===== config.mk =====
export PLATFORM = sky130hd
export DESIGN_NAME = ram_port_arb_flat
export DESIGN_NICKNAME = d
export VERILOG_FILES = /design/src/rtl/ram_port_arb_if.sv /design/src/rtl/ram_port_arb.sv /design/src/flat_wrapper.sv
export SDC_FILE = /design/constraint.sdc
export NUM_CORES = 1
export LEC_CHECK = 0
export CAP_MARGIN = 20
export CORE_AREA = 2 2 84 86
export DETAILED_ROUTE_END_ITERATION = 7
export DIE_AREA = 0 0 86 88
export PLACE_DENSITY = 0.73
export RECOVER_POWER = 100
export SLEW_MARGIN = 20
export SYNTH_ARGS = -nofsm -noshare
export SYNTH_HDL_FRONTEND = slang
export SYNTH_SLANG_ARGS = --single-unit
export TNS_END_PERCENT = 20

===== constraint.sdc =====
create_clock -name clk -period 4.3 [get_ports clk]
set_clock_uncertainty 0.15 [all_clocks]
set_input_delay 1.29 -clock clk [delete_from_list [all_inputs] [get_ports clk]]
set_output_delay 1.29 -clock clk [all_outputs]
set_load 0.01 [all_outputs]

===== src/rtl/ram_port_arb_if.sv =====
// rtl/ram_port_arb_if.sv - instruction/data request, response and RAM-side signals of the RAM port arbiter
interface ram_port_arb_if #(
   parameter int XLEN     = 32,
   parameter int ADDR_LEN = 14
);
   logic                  i_req;
   logic [ADDR_LEN-3:0]   i_addr;
   logic                  i_gnt;
   logic                  i_rvalid;
   logic [XLEN-1:0]       i_rdata;

   logic                  d_req;
   logic                  d_we;
   logic [XLEN/8-1:0]     d_be;
   logic [ADDR_LEN-3:0]   d_addr;
   logic [XLEN-1:0]       d_wdata;
   logic                  d_gnt;
   logic                  d_rvalid;
   logic [XLEN-1:0]       d_rdata;

   logic                  ram_en;
   logic                  ram_we;
   logic [XLEN/8-1:0]     ram_be;
   logic [ADDR_LEN-3:0]   ram_addr;
   logic [XLEN-1:0]       ram_wdata;
   logic [XLEN-1:0]       ram_rdata;

   // master: requesters plus the RAM itself; slave: the arbiter
   modport master (
      output i_req, i_addr, d_req, d_we, d_be, d_addr, d_wdata, ram_rdata,
      input  i_gnt, i_rvalid, i_rdata, d_gnt, d_rvalid, d_rdata,
      input  ram_en, ram_we, ram_be, ram_addr, ram_wdata
   );

   modport slave (
      input  i_req, i_addr, d_req, d_we, d_be, d_addr, d_wdata, ram_rdata,
      output i_gnt, i_rvalid, i_rdata, d_gnt, d_rvalid, d_rdata,
      output ram_en, ram_we, ram_be, ram_addr, ram_wdata
   );
endinterface


===== src/rtl/ram_port_arb.sv =====
// rtl/ram_port_arb.sv - single-port RAM arbiter between instruction fetch and data access, data-priority with starvation cap
module ram_port_arb #(
   parameter int XLEN       = 32,
   parameter int ADDR_LEN   = 14,
   parameter int STARVE_MAX = 4
) (
   input logic          clk,
   input logic          rstb,
   ram_port_arb_if.slave bus
);
   localparam int AW = ADDR_LEN - 2;
   localparam int BW = XLEN / 8;
   localparam logic [3:0] STARVE_LIM = 4'(STARVE_MAX);

   typedef enum logic [1:0] {
      OWN_NONE = 2'd0,
      OWN_IRD  = 2'd1,
      OWN_DRD  = 2'd2
   } owner_t;

   owner_t          owner;
   logic [3:0]      starve_cnt;
   logic            i_win;
   logic            i_gnt;
   logic            d_gnt;
   logic [AW-1:0]   addr_mux;
   logic [BW-1:0]   be_mux;
   logic [XLEN-1:0] rdata;

   // Grants are gated by rstb so nothing reaches the RAM while reset is held.
   always_comb begin
      i_win    = bus.i_req & (~bus.d_req | (starve_cnt == STARVE_LIM));
      i_gnt    = rstb & i_win;
      d_gnt    = rstb & bus.d_req & ~i_win;
      addr_mux = i_gnt ? bus.i_addr : bus.d_addr;
      be_mux   = (d_gnt & bus.d_we) ? bus.d_be : '0;
      rdata    = bus.ram_rdata;
   end

   assign bus.i_gnt     = i_gnt;
   assign bus.d_gnt     = d_gnt;
   assign bus.ram_en    = i_gnt | d_gnt;
   assign bus.ram_we    = d_gnt & bus.d_we;
   assign bus.ram_be    = be_mux;
   assign bus.ram_addr  = addr_mux;
   assign bus.ram_wdata = bus.d_wdata;

   assign bus.i_rvalid  = (owner == OWN_IRD);
   assign bus.d_rvalid  = (owner == OWN_DRD);
   assign bus.i_rdata   = rdata;
   assign bus.d_rdata   = rdata;

   // owner records which requester the RAM read data returning next cycle belongs to
   always_ff @(posedge clk or negedge rstb) begin
      if (!rstb) begin
         owner      <= OWN_NONE;
         starve_cnt <= 4'd0;
      end else begin
         if (i_gnt)
            owner <= OWN_IRD;
         else if (d_gnt && !bus.d_we)
            owner <= OWN_DRD;
         else
            owner <= OWN_NONE;

         if (!bus.i_req || i_gnt)
            starve_cnt <= 4'd0;
         else if (d_gnt && starve_cnt != STARVE_LIM)
            starve_cnt <= starve_cnt + 4'd1;
      end
   end
endmodule


===== src/flat_wrapper.sv =====
// flat-port wrapper written by rule: the top's interface ports become plain ports
module ram_port_arb_flat 
#(
   parameter int XLEN       = 32,
   parameter int ADDR_LEN   = 14,
   parameter int STARVE_MAX = 4
)
  (clk, rstb, bus_i_req, bus_i_addr, bus_d_req, bus_d_we, bus_d_be, bus_d_addr, bus_d_wdata, bus_ram_rdata, bus_i_gnt, bus_i_rvalid, bus_i_rdata, bus_d_gnt, bus_d_rvalid, bus_d_rdata, bus_ram_en, bus_ram_we, bus_ram_be, bus_ram_addr, bus_ram_wdata);
  ram_port_arb_if #(.XLEN(XLEN), .ADDR_LEN(ADDR_LEN)) bus_i ();
  input logic clk;
  input logic rstb;
  input wire logic [$bits(bus_i.i_req)-1:0] bus_i_req;
  input wire logic [$bits(bus_i.i_addr)-1:0] bus_i_addr;
  input wire logic [$bits(bus_i.d_req)-1:0] bus_d_req;
  input wire logic [$bits(bus_i.d_we)-1:0] bus_d_we;
  input wire logic [$bits(bus_i.d_be)-1:0] bus_d_be;
  input wire logic [$bits(bus_i.d_addr)-1:0] bus_d_addr;
  input wire logic [$bits(bus_i.d_wdata)-1:0] bus_d_wdata;
  input wire logic [$bits(bus_i.ram_rdata)-1:0] bus_ram_rdata;
  output wire logic [$bits(bus_i.i_gnt)-1:0] bus_i_gnt;
  output wire logic [$bits(bus_i.i_rvalid)-1:0] bus_i_rvalid;
  output wire logic [$bits(bus_i.i_rdata)-1:0] bus_i_rdata;
  output wire logic [$bits(bus_i.d_gnt)-1:0] bus_d_gnt;
  output wire logic [$bits(bus_i.d_rvalid)-1:0] bus_d_rvalid;
  output wire logic [$bits(bus_i.d_rdata)-1:0] bus_d_rdata;
  output wire logic [$bits(bus_i.ram_en)-1:0] bus_ram_en;
  output wire logic [$bits(bus_i.ram_we)-1:0] bus_ram_we;
  output wire logic [$bits(bus_i.ram_be)-1:0] bus_ram_be;
  output wire logic [$bits(bus_i.ram_addr)-1:0] bus_ram_addr;
  output wire logic [$bits(bus_i.ram_wdata)-1:0] bus_ram_wdata;
  assign bus_i.i_req = bus_i_req;
  assign bus_i.i_addr = bus_i_addr;
  assign bus_i.d_req = bus_d_req;
  assign bus_i.d_we = bus_d_we;
  assign bus_i.d_be = bus_d_be;
  assign bus_i.d_addr = bus_d_addr;
  assign bus_i.d_wdata = bus_d_wdata;
  assign bus_i.ram_rdata = bus_ram_rdata;
  assign bus_i_gnt = bus_i.i_gnt;
  assign bus_i_rvalid = bus_i.i_rvalid;
  assign bus_i_rdata = bus_i.i_rdata;
  assign bus_d_gnt = bus_i.d_gnt;
  assign bus_d_rvalid = bus_i.d_rvalid;
  assign bus_d_rdata = bus_i.d_rdata;
  assign bus_ram_en = bus_i.ram_en;
  assign bus_ram_we = bus_i.ram_we;
  assign bus_ram_be = bus_i.ram_be;
  assign bus_ram_addr = bus_i.ram_addr;
  assign bus_ram_wdata = bus_i.ram_wdata;
  ram_port_arb #(.XLEN(XLEN), .ADDR_LEN(ADDR_LEN), .STARVE_MAX(STARVE_MAX)) u_core (.clk(clk), .rstb(rstb), .bus(bus_i));
endmodule

==> results_dict.tcl, run 1 <==
set metrics [dict create \
    outcome "finished clean" \
    drv_cap 0 \
    endpoint_kind "output port" \
    yosysWarnings 0 \
    critPathMaxStageDelay_ns 0.49 \
    cts_hold_buf 0 \
    synth.avg_cell_area_um2 8.38 \
    vias 756 \
    cts_tree "yes" \
    min_period_ns 4.25 \
    grt_pass1_wl_mm 3.94 \
    cp.arrival_ns 2.81 \
    io_pins 215 \
    clockBufferDepth 2 \
    drv_slew 0 \
    area_growth_pct 2.98 \
    final_cells 198 \
    setup-violations-final 0 \
    fin_nets 219 \
    htreeDepth 1 \
    vias_per_cell 3.82 \
    antenna_found_initial 0 \
    cpMaxStageDelayCell "clkdlybuf4s50_1" \
    relSlewSlack_pct 84.8 \
    grt_usage_pct 6.65 \
    ys_types 24 \
    async_reset_ff_share_pct 100 \
    final_cell_mix "clkdlybuf4s50_1 (31), dlygate4sd2_1 (17), mux2_2 (12), buf_4 (6), dfrtp_1 (6)" \
    synth-seq-cells 6 \
    die_area_um2 7570 \
    die_h_um 88 \
    drive_gt1_share_pct 24.6 \
    worst_pin_slew_ns 0.226 \
    design.core.area_um2 6640 \
    numCtsBuffers 3 \
    fin_crit_sh_pct 98.8 \
    antenna_left 0 \
    hold_violations 0 \
    hpwlAfterDp_mm 2.16 \
    path_clk_slew_ns 0.03 \
    synth_nets 249 \
    clk_latency_ns 0.23 \
    crit_path_start_kind "input pin" \
    grt_overflow_total 0 \
    syn-cell-area_um2 1260 \
    rsz0062_at_grt "false" \
    peakVddDrop_mv 0.0633 \
    dpl.cell_count 192 \
    diodes 0 \
    cts.sinks 6 \
    grt_max_degree 15 \
    cts_root_buf "clkbuf_8" \
    synthTopCellsByArea "buf_4 (57%), dfrtp_1 (12%), mux2_2 (11%)" \
    power_density_nw_per_um2 177 \
    dr.pass1.iters 2 \
    path_cells "clkdlybuf4s50_1 > a21oi_4 > clkbuf_16 > mux2_2 > dlygate4sd2_1" \
    routedWlPerCell_um 13.9 \
    path_class "in -> out" \
    drtIter0Drc 5 \
    syn_inst 150 \
    start_util_pct 18.9 \
    final_common_cell "clkdlybuf4s50_1" \
    place_congestion 0.697 \
    cp_max_fo 7 \
    die_x_um 86 \
    synth-main-ff-cell "dfrtp_1" \
    critPathRequiredTime_ns 2.86 \
    total_leakage_power_nw 0.562 \
    yosys.area.top_type "buf_4" \
    final_util_pct 19.5 \
    ys_seq_area_share_pct 11.9 \
    netlist.area_leader.share_pct 57.3 \
    drc_errors 0 \
    hold_class "reg -> reg" \
    wirelength_mm 2.75 \
    rows 30 \
    synth_edf_count 0 \
    timing.fmax_mhz 235 \
    place.port_buffers 54 \
    grt_pass1_vias 822 \
]
## what timing repair did
| item | in CTS | in global routing |
|---|---|---|
| endpoints found under the setup margin | 18 | 5 |
| cloned | 0 | 1 |
| buffers inserted | 1 | 1 |
| gates resized for setup | 19 | 4 |
## Yosys cell counts (2+ instances only)
cell	n
a31oi_1	2
mux2_2	12
nor2b_1	3
ha_1	2
nand3_1	4
nand2_1	3
dfrtp_1	6
and3_1	4
buf_4	96
nand4b_1	2
inv_1	3
## per-stage QoR
step	setup WS, ns	cell area (µm²)	power (mW)	hold WS, ns	setup TNS, ns
5_1_grt	0.00833	1290	0.242	0.464	0
4_1_cts	0.0144	1250	0.230	0.434	0
3_3_place_gp	-0.202	1220	0.148	0.416	-3.08
6_report	0.0497	1290	0.229	0.426	0
3_5_place_dp	-0.199	1220	0.149	0.434	-2.87
2_1_floorplan	0.621	1260	0.179	0.398	0
## sequential cells by signal, summed over array words and instances (netlist names)
| name | cells |
|---|---|
| u_core.owner | 2 |
| u_core.starve_cnt | 4 |
## layer usage
layer | routed length (µm) | vias up | track usage [%]
li1 | - | 327 | -
met1 | 916 | 320 | 6.96
met2 | 1220 | 67 | 9.30
met3 | 368 | 42 | 2.73
met4 | 244 | 0 | 7.94
met5 | 0 | - | 0
## power breakdown
group	switching (mW)	leakage, nW	total, mW	internal [mW]
Sequential	0.00105	0.0821	0.0594	0.0583
Clock	0.0250	0.0216	0.0852	0.0602
Combinational	0.0295	0.458	0.0846	0.0551
Total	0.0556	0.562	0.229	0.174
## worst max-delay path: cells and delay by family
kind / cells / cell delay [ns]
buf+inv: 3 / 0.96
mux: 1 / 0.32
compound gates: 1 / 0.23
## final cells by class
class / count / area [µm²]
Inverter: 3 / 11.3
Sequential cell: 6 / 150
Timing Repair Buffer: 63 / 617
Tap cell: 80 / 100
Fill cell: 717 / 5350
Multi-Input combinational cell: 43 / 375
Clock buffer: 3 / 41.3
## cells by family (layout without fill, tap and decap cells)
group                    after synthesis  count (layout)  synth area share [%]
buffers and inverters                101              69                  59.5
AND/OR/NAND/NOR                       22              22                  11.6
multiplexers                          12              12                  10.7
adder cells (fa/ha/maj)                2               2                  1.99
flip-flops                             6               6                  11.9
AO/OA/AOI/OAI                          7               7                  4.18
## worst paths after layout
| check | start | endpoint | slack, ns | cells past startpoint |
|---|---|---|---|---|
| setup / recovery | bus_d_req | bus_ram_addr[2] | 0.05 | 5 |
| hold / removal | u_core.starve_cnt[3]$_DFFE_PN0P_ | u_core.starve_cnt[3]$_DFFE_PN0P_ | 0.43 | 2 |
| setup reg to reg | u_core.starve_cnt[0]$_DFFE_PN0P_ | u_core.starve_cnt[3]$_DFFE_PN0P_ | 2.71 | 4 |
| hold reg to reg | u_core.starve_cnt[3]$_DFFE_PN0P_ | u_core.starve_cnt[3]$_DFFE_PN0P_ | 0.43 | 2 |
| max in group asynchronous | rstb | u_core.starve_cnt[3]$_DFFE_PN0P_ | 2.65 | 3 |
| min in group asynchronous | rstb | u_core.starve_cnt[0]$_DFFE_PN0P_ | 1.20 | 3 |
(Power assumes the default switching activity.)
==> inputs of run 2 (changes only) <==
- CORE_AREA: 2 2 84 86 -> 2 2 83 85
- CTS_BUF_LIST: default -> sky130_fd_sc_hd__clkbuf_4 sky130_fd_sc_hd__clkbuf_8
- CTS_CLUSTER_DIAMETER: default -> 100
- DIE_AREA: 0 0 86 88 -> 0 0 85 87
- PLACE_DENSITY: 0.73 -> 0.75
==> run 2 against run 1 <==
  * Global-route usage grew 0.25 points
  * Routed wire length grew 5.5%
  * First-iteration DRC count shrank 20%
  * Register-to-register slack is essentially flat
  * Count of clock-buffer cells in the layout is the same
  * Sequential power is essentially flat
  * Critical path type unchanged
==> results_dict.tcl, run 2 (synthesized netlist as in run 1, its figures left out) <==
set metrics [dict create \
    die_x_um 85 \
    grt_use_met2_pct 12.1 \
    final_cells 196 \
    postLayoutCellArea_um2 1280 \
    peakVddDrop_mv 0.110 \
    drc_errors 0 \
    pre_cts_ws_ns -0.187 \
    largest_reg_flops 4 \
    cts.sinks 6 \
    cts_hold_buf 0 \
    r2r-start "u_core.starve_cnt[0]$_DFFE_PN0P_" \
    antenna_found_initial 0 \
    critPathRequiredTime_ns 2.86 \
    antenna_left 0 \
    path_clk_slew_ns 0.03 \
    clockBufferDepth 2 \
    setup-violations-final 0 \
    cp.arrival_ns 2.80 \
    outcome "finished clean" \
    rsz0062_at_grt "false" \
    die_area_um2 7400 \
    io_pins 215 \
    power_density_nw_per_um2 178 \
    drtIter0Drc 4 \
    routedWlPerCell_um 14.8 \
    grt_usage_pct 6.90 \
    final_common_cell "clkdlybuf4s50_1" \
    rows 30 \
    crit_path_start_kind "input pin" \
    endpoint_kind "output port" \
    wirelength_mm 2.91 \
    cts_tree "yes" \
    hp-start "u_core.starve_cnt[1]$_DFFE_PN0P_" \
    grt_use_met3_pct 2.37 \
    regMostFlops "u_core.starve_cnt" \
    min_period_ns 4.24 \
    grt_pass1_vias 797 \
    start_util_pct 19.1 \
    top_regs "u_core.starve_cnt x4, u_core.owner x2" \
    grt_use_met1_pct 5.57 \
    drv_slew 0 \
    die_h_um 87 \
    drive_gt1_share_pct 22.4 \
    grt_overflow_total 0 \
    fin_crit_sh_pct 98.6 \
    path_class "in -> out" \
    clk_latency_ns 0.22 \
    crit_path_start "bus_d_req" \
    worst_pin_slew_ns 0.222 \
    dr.pass1.iters 2 \
    cp_max_fo 7 \
    drv_cap 0 \
    final_cell_mix "clkdlybuf4s50_1 (35), dlygate4sd2_1 (18), mux2_2 (12), dfrtp_1 (6)" \
    relSlewSlack_pct 85.1 \
    vias_per_cell 3.94 \
    placed_cell_area_um2 1220 \
    hold_class "reg -> reg" \
    numCtsBuffers 3 \
    grt.busiest_layer "met2" \
    n_fill_cell 734 \
    timing.fmax_mhz 236 \
    area_growth_pct 1.89 \
    design.core.area_um2 6570 \
    dpl.cell_count 192 \
    grt_pass1_wl_mm 3.80 \
    setup_ws_ns 0.0609 \
    total_leakage_power_nw 0.545 \
    hpwlAfterDp_mm 2.38 \
    diodes 0 \
    place_congestion 0.718 \
    hold_violations 0 \
    fin_nets 217 \
    grt_max_degree 15 \
    vias 773 \
    cts_root_buf "clkbuf_8" \
    place.port_buffers 54 \
    htreeDepth 1 \
]
==> run 2: cell count changes in the layout (fill, tap and decap cells not counted), sizes merged <==
cell	before	now
clkdlybuf4s50	31	35
dlygate4sd3	3	0
buf	7	5
clkbuf	6	5
clkdlybuf4s25	1	0
dlygate4sd2	17	18
==> run 2: cell type report <==
cell class / instances / area [µm²] / area share (%)
Timing Repair Buffer: 61 / 603 / 47.1
Multi-Input combinational cell: 43 / 375 / 29.3
Sequential cell: 6 / 150 / 11.7
Tap cell: 80 / 100 / 7.81
Clock buffer: 3 / 41.3 / 3.22
Inverter: 3 / 11.3 / 0.879
==> run 2: report_power, final <==
part           switching (mW)  internal [mW]  total, mW
clock network          0.0248         0.0602     0.0849
logic                  0.0291         0.0547     0.0838
registers             0.00117         0.0583     0.0595
==> run 2: through the flow <==
step	setup TNS (ns)	utilization, %	hold WS, ns	power, mW
2_1_floorplan	0	-	0.398	0.179
3_3_place_gp	-2.21	18.6	0.409	0.148
3_5_place_dp	-2.64	18.6	0.431	0.148
4_1_cts	0	18.9	0.443	0.229
5_1_grt	0	19.5	0.473	0.238
6_report	0	19.5	0.440	0.228
==> run 2: worst max-delay path: stages <==
cell             delay (ns)
clkdlybuf4s50_1        0.48
a21oi_4                0.23
clkbuf_16              0.19
mux2_2                 0.32
dlygate4sd2_1          0.28
==> run 2: final timing paths <==
path | end | cells after the start | slack, ns
min | u_core.starve_cnt[1]$_DFFE_PN0P_ | 2 | 0.44
min in group asynchronous | u_core.owner[0]$_DFF_PN0_ | 2 | 1.03
max in group asynchronous | u_core.starve_cnt[0]$_DFFE_PN0P_ | 2 | 2.81
max reg2reg | u_core.starve_cnt[3]$_DFFE_PN0P_ | 4 | 2.72
max | bus_ram_addr[5] | 5 | 0.06
min reg2reg | u_core.starve_cnt[1]$_DFFE_PN0P_ | 2 | 0.44
==> run 2: timing repair <==
item | 4_1_cts | 5_1_grt
cloned | 0 | 1
resized for setup | 19 | 3
endpoints found under the hold margin | 0 | 0
endpoints found under the setup margin | 17 | 1
buffers inserted | 0 | 0
==> run 2: per-layer routing <==
metal  routed length [µm]  vias to the layer above
met5                    0                        -
met4                  228                        0
met3                  409                       32
met2                 1480                       85
met1                  790                      333
li1                     -                      323
==> inputs of run 3 (changes only) <==
- CORE_AREA: 2 2 83 85 -> default
- CORE_ASPECT_RATIO: default -> 0.5
- CORE_MARGIN: default -> 2
- CORE_UTILIZATION: default -> 24
- DIE_AREA: 0 0 85 87 -> default
- PLACE_DENSITY: 0.75 -> 0.9
==> run 3 against run 2 <==
  * Power shrank 0.86%
  * Largest power group is now combinational cells
  * First-iteration DRC count grew to 5.3 times the previous value
  * Non-clock buffer count grew 1
  * Fmax grew 4.6%
  * Critical path type unchanged
==> results_dict.tcl, run 3 (synthesized netlist as in run 1, its figures left out) <==
set metrics [dict create \
    outcome "finished clean" \
    hold_class "reg -> reg" \
    fin_crit_sh_pct 94.2 \
    start_util_pct 25.3 \
    min_period_ns 4.05 \
    hold_violations 0 \
    cts_root_buf "clkbuf_8" \
    relSlewSlack_pct 84.5 \
    grt_use_met2_pct 15.4 \
    path_clk_slew_ns 0.03 \
    grt_pass1_wl_mm 3.91 \
    endpoint_kind "output port" \
    top_regs "u_core.starve_cnt x4, u_core.owner x2" \
    die_area_um2 5870 \
    die_x_um 106 \
    design.core.area_um2 4980 \
    power.switching_mw 0.0534 \
    area_growth_pct 1.59 \
    power_frac_seq_pct 26.3 \
    grt_usage_pct 9.05 \
    cts_tree "yes" \
    final.setup.tns_ns 0 \
    fin_nets 218 \
    rows 18 \
    cp.arrival_ns 2.61 \
    power_density_nw_per_um2 177 \
    peakVddDrop_mv 0.0519 \
    io_pins 215 \
    r2r.worst_path.cells 4 \
    dr.pass1.iters 4 \
    final_common_cell "clkdlybuf4s50_1" \
    place.port_buffers 54 \
    drv_slew 0 \
    post_cts_buffers 0 \
    critPathRequiredTime_ns 2.86 \
    switching_share_pct 23.6 \
    timing.fmax_mhz 247 \
    antenna_found_initial 0 \
    diodes 0 \
    wirelength_mm 2.86 \
    vias_per_cell 3.87 \
    grt_overflow_total 0 \
    internal_power_mw 0.173 \
    total_leakage_power_nw 0.568 \
    clk_latency_ns 0.22 \
    numCtsBuffers 3 \
    cts.sinks 6 \
    rsz0062_at_grt "false" \
    path_class "in -> out" \
    clockBufferDepth 2 \
    vias 724 \
    cp_max_fo 7 \
    power_frac_comb_pct 37.8 \
    routedWlPerCell_um 15.3 \
    place_congestion 0.794 \
    worst_pin_slew_ns 0.232 \
    setup-violations-final 0 \
    postLayoutCellArea_um2 1280 \
    die_h_um 55.2 \
    htreeDepth 1 \
    final_cell_mix "clkdlybuf4s50_1 (30), dlygate4sd2_1 (17), mux2_2 (11), dfrtp_1 (6), buf_4 (5)" \
    grt_pass1_vias 738 \
    drive_gt1_share_pct 21.4 \
    antenna_left 0 \
    grt.busiest_layer "met2" \
    drv_cap 0 \
    grt_use_met1_pct 9.13 \
    drc_errors 0 \
    largest_reg_flops 4 \
    grt_max_degree 15 \
    hpwlAfterDp_mm 2.37 \
    grt_use_met3_pct 3.51 \
    regMostFlops "u_core.starve_cnt" \
    min_path_cells 2 \
    clock_power_share_pct 35.9 \
    placed_cell_area_um2 1210 \
    crit_path_start_kind "input pin" \
    drtIter0Drc 21 \
]
==> run 3: final cells by class <==
type,count,area [µm²]
Tap cell,70,87.6
Inverter,3,11.3
Multi-Input combinational cell,43,373
Timing Repair Buffer,62,614
Sequential cell,6,150
Fill cell,518,3700
Clock buffer,3,41.3
==> run 3: metrics by stage <==
stage / worst slack (ns) / hold WS [ns] / instances / utilization, % / power, mW
2_1_floorplan: 0.621 / 0.398 / 150 / - / 0.179
3_3_place_gp: -0.143 / 0.413 / 183 / 24.4 / 0.149
3_5_place_dp: -0.168 / 0.434 / 183 / 24.4 / 0.151
5_1_grt: 0.181 / 0.480 / 187 / 25.7 / 0.239
6_report: 0.248 / 0.438 / 187 / 25.7 / 0.226
4_1_cts: 0.0228 / 0.438 / 186 / 24.9 / 0.229
==> run 3: worst paths after layout <==
path | end | from | slack, ns
min reg2reg | u_core.starve_cnt[3]$_DFFE_PN0P_ | u_core.starve_cnt[3]$_DFFE_PN0P_ | 0.44
max in group asynchronous | u_core.owner[0]$_DFF_PN0_ | rstb | 2.70
min in group asynchronous | u_core.starve_cnt[0]$_DFFE_PN0P_ | rstb | 1.15
min | u_core.starve_cnt[3]$_DFFE_PN0P_ | u_core.starve_cnt[3]$_DFFE_PN0P_ | 0.44
max reg2reg | u_core.starve_cnt[3]$_DFFE_PN0P_ | u_core.starve_cnt[0]$_DFFE_PN0P_ | 2.64
max | bus_i_gnt | rstb | 0.25
==> run 3: power by group through the flow <==
stage / Combinational, mW / Clock (mW) / Sequential [mW]
global placement: 0.0891 / 0 / 0.0600
detailed placement: 0.0906 / 0 / 0.0601
floorplan: 0.119 / 0 / 0.0597
CTS: 0.0852 / 0.0839 / 0.0595
finish: 0.0856 / 0.0811 / 0.0595
global route: 0.0905 / 0.0893 / 0.0597
==> run 3: routing by layer <==
layer  wire length, µm  vias to the layer above
li1                  -                      328
met1              1090                      323
met2              1350                       48
met3               295                       25
met4               121                        0
met5                 0                        -
==> run 3: what timing repair did <==
| action | CTS | global route |
|---|---|---|
| gates resized for setup | 18 | 5 |
| setup endpoints to repair | 17 | 11 |
| hold buffers | 0 | 0 |
| cloned | 0 | 1 |
==> run 3: critical path: stages <==
cell             delay (ns)
clkdlybuf4s25_1        0.26
nand2_1                0.09
a21oi_4                0.18
clkbuf_16              0.18
dlygate4sd3_1          0.61
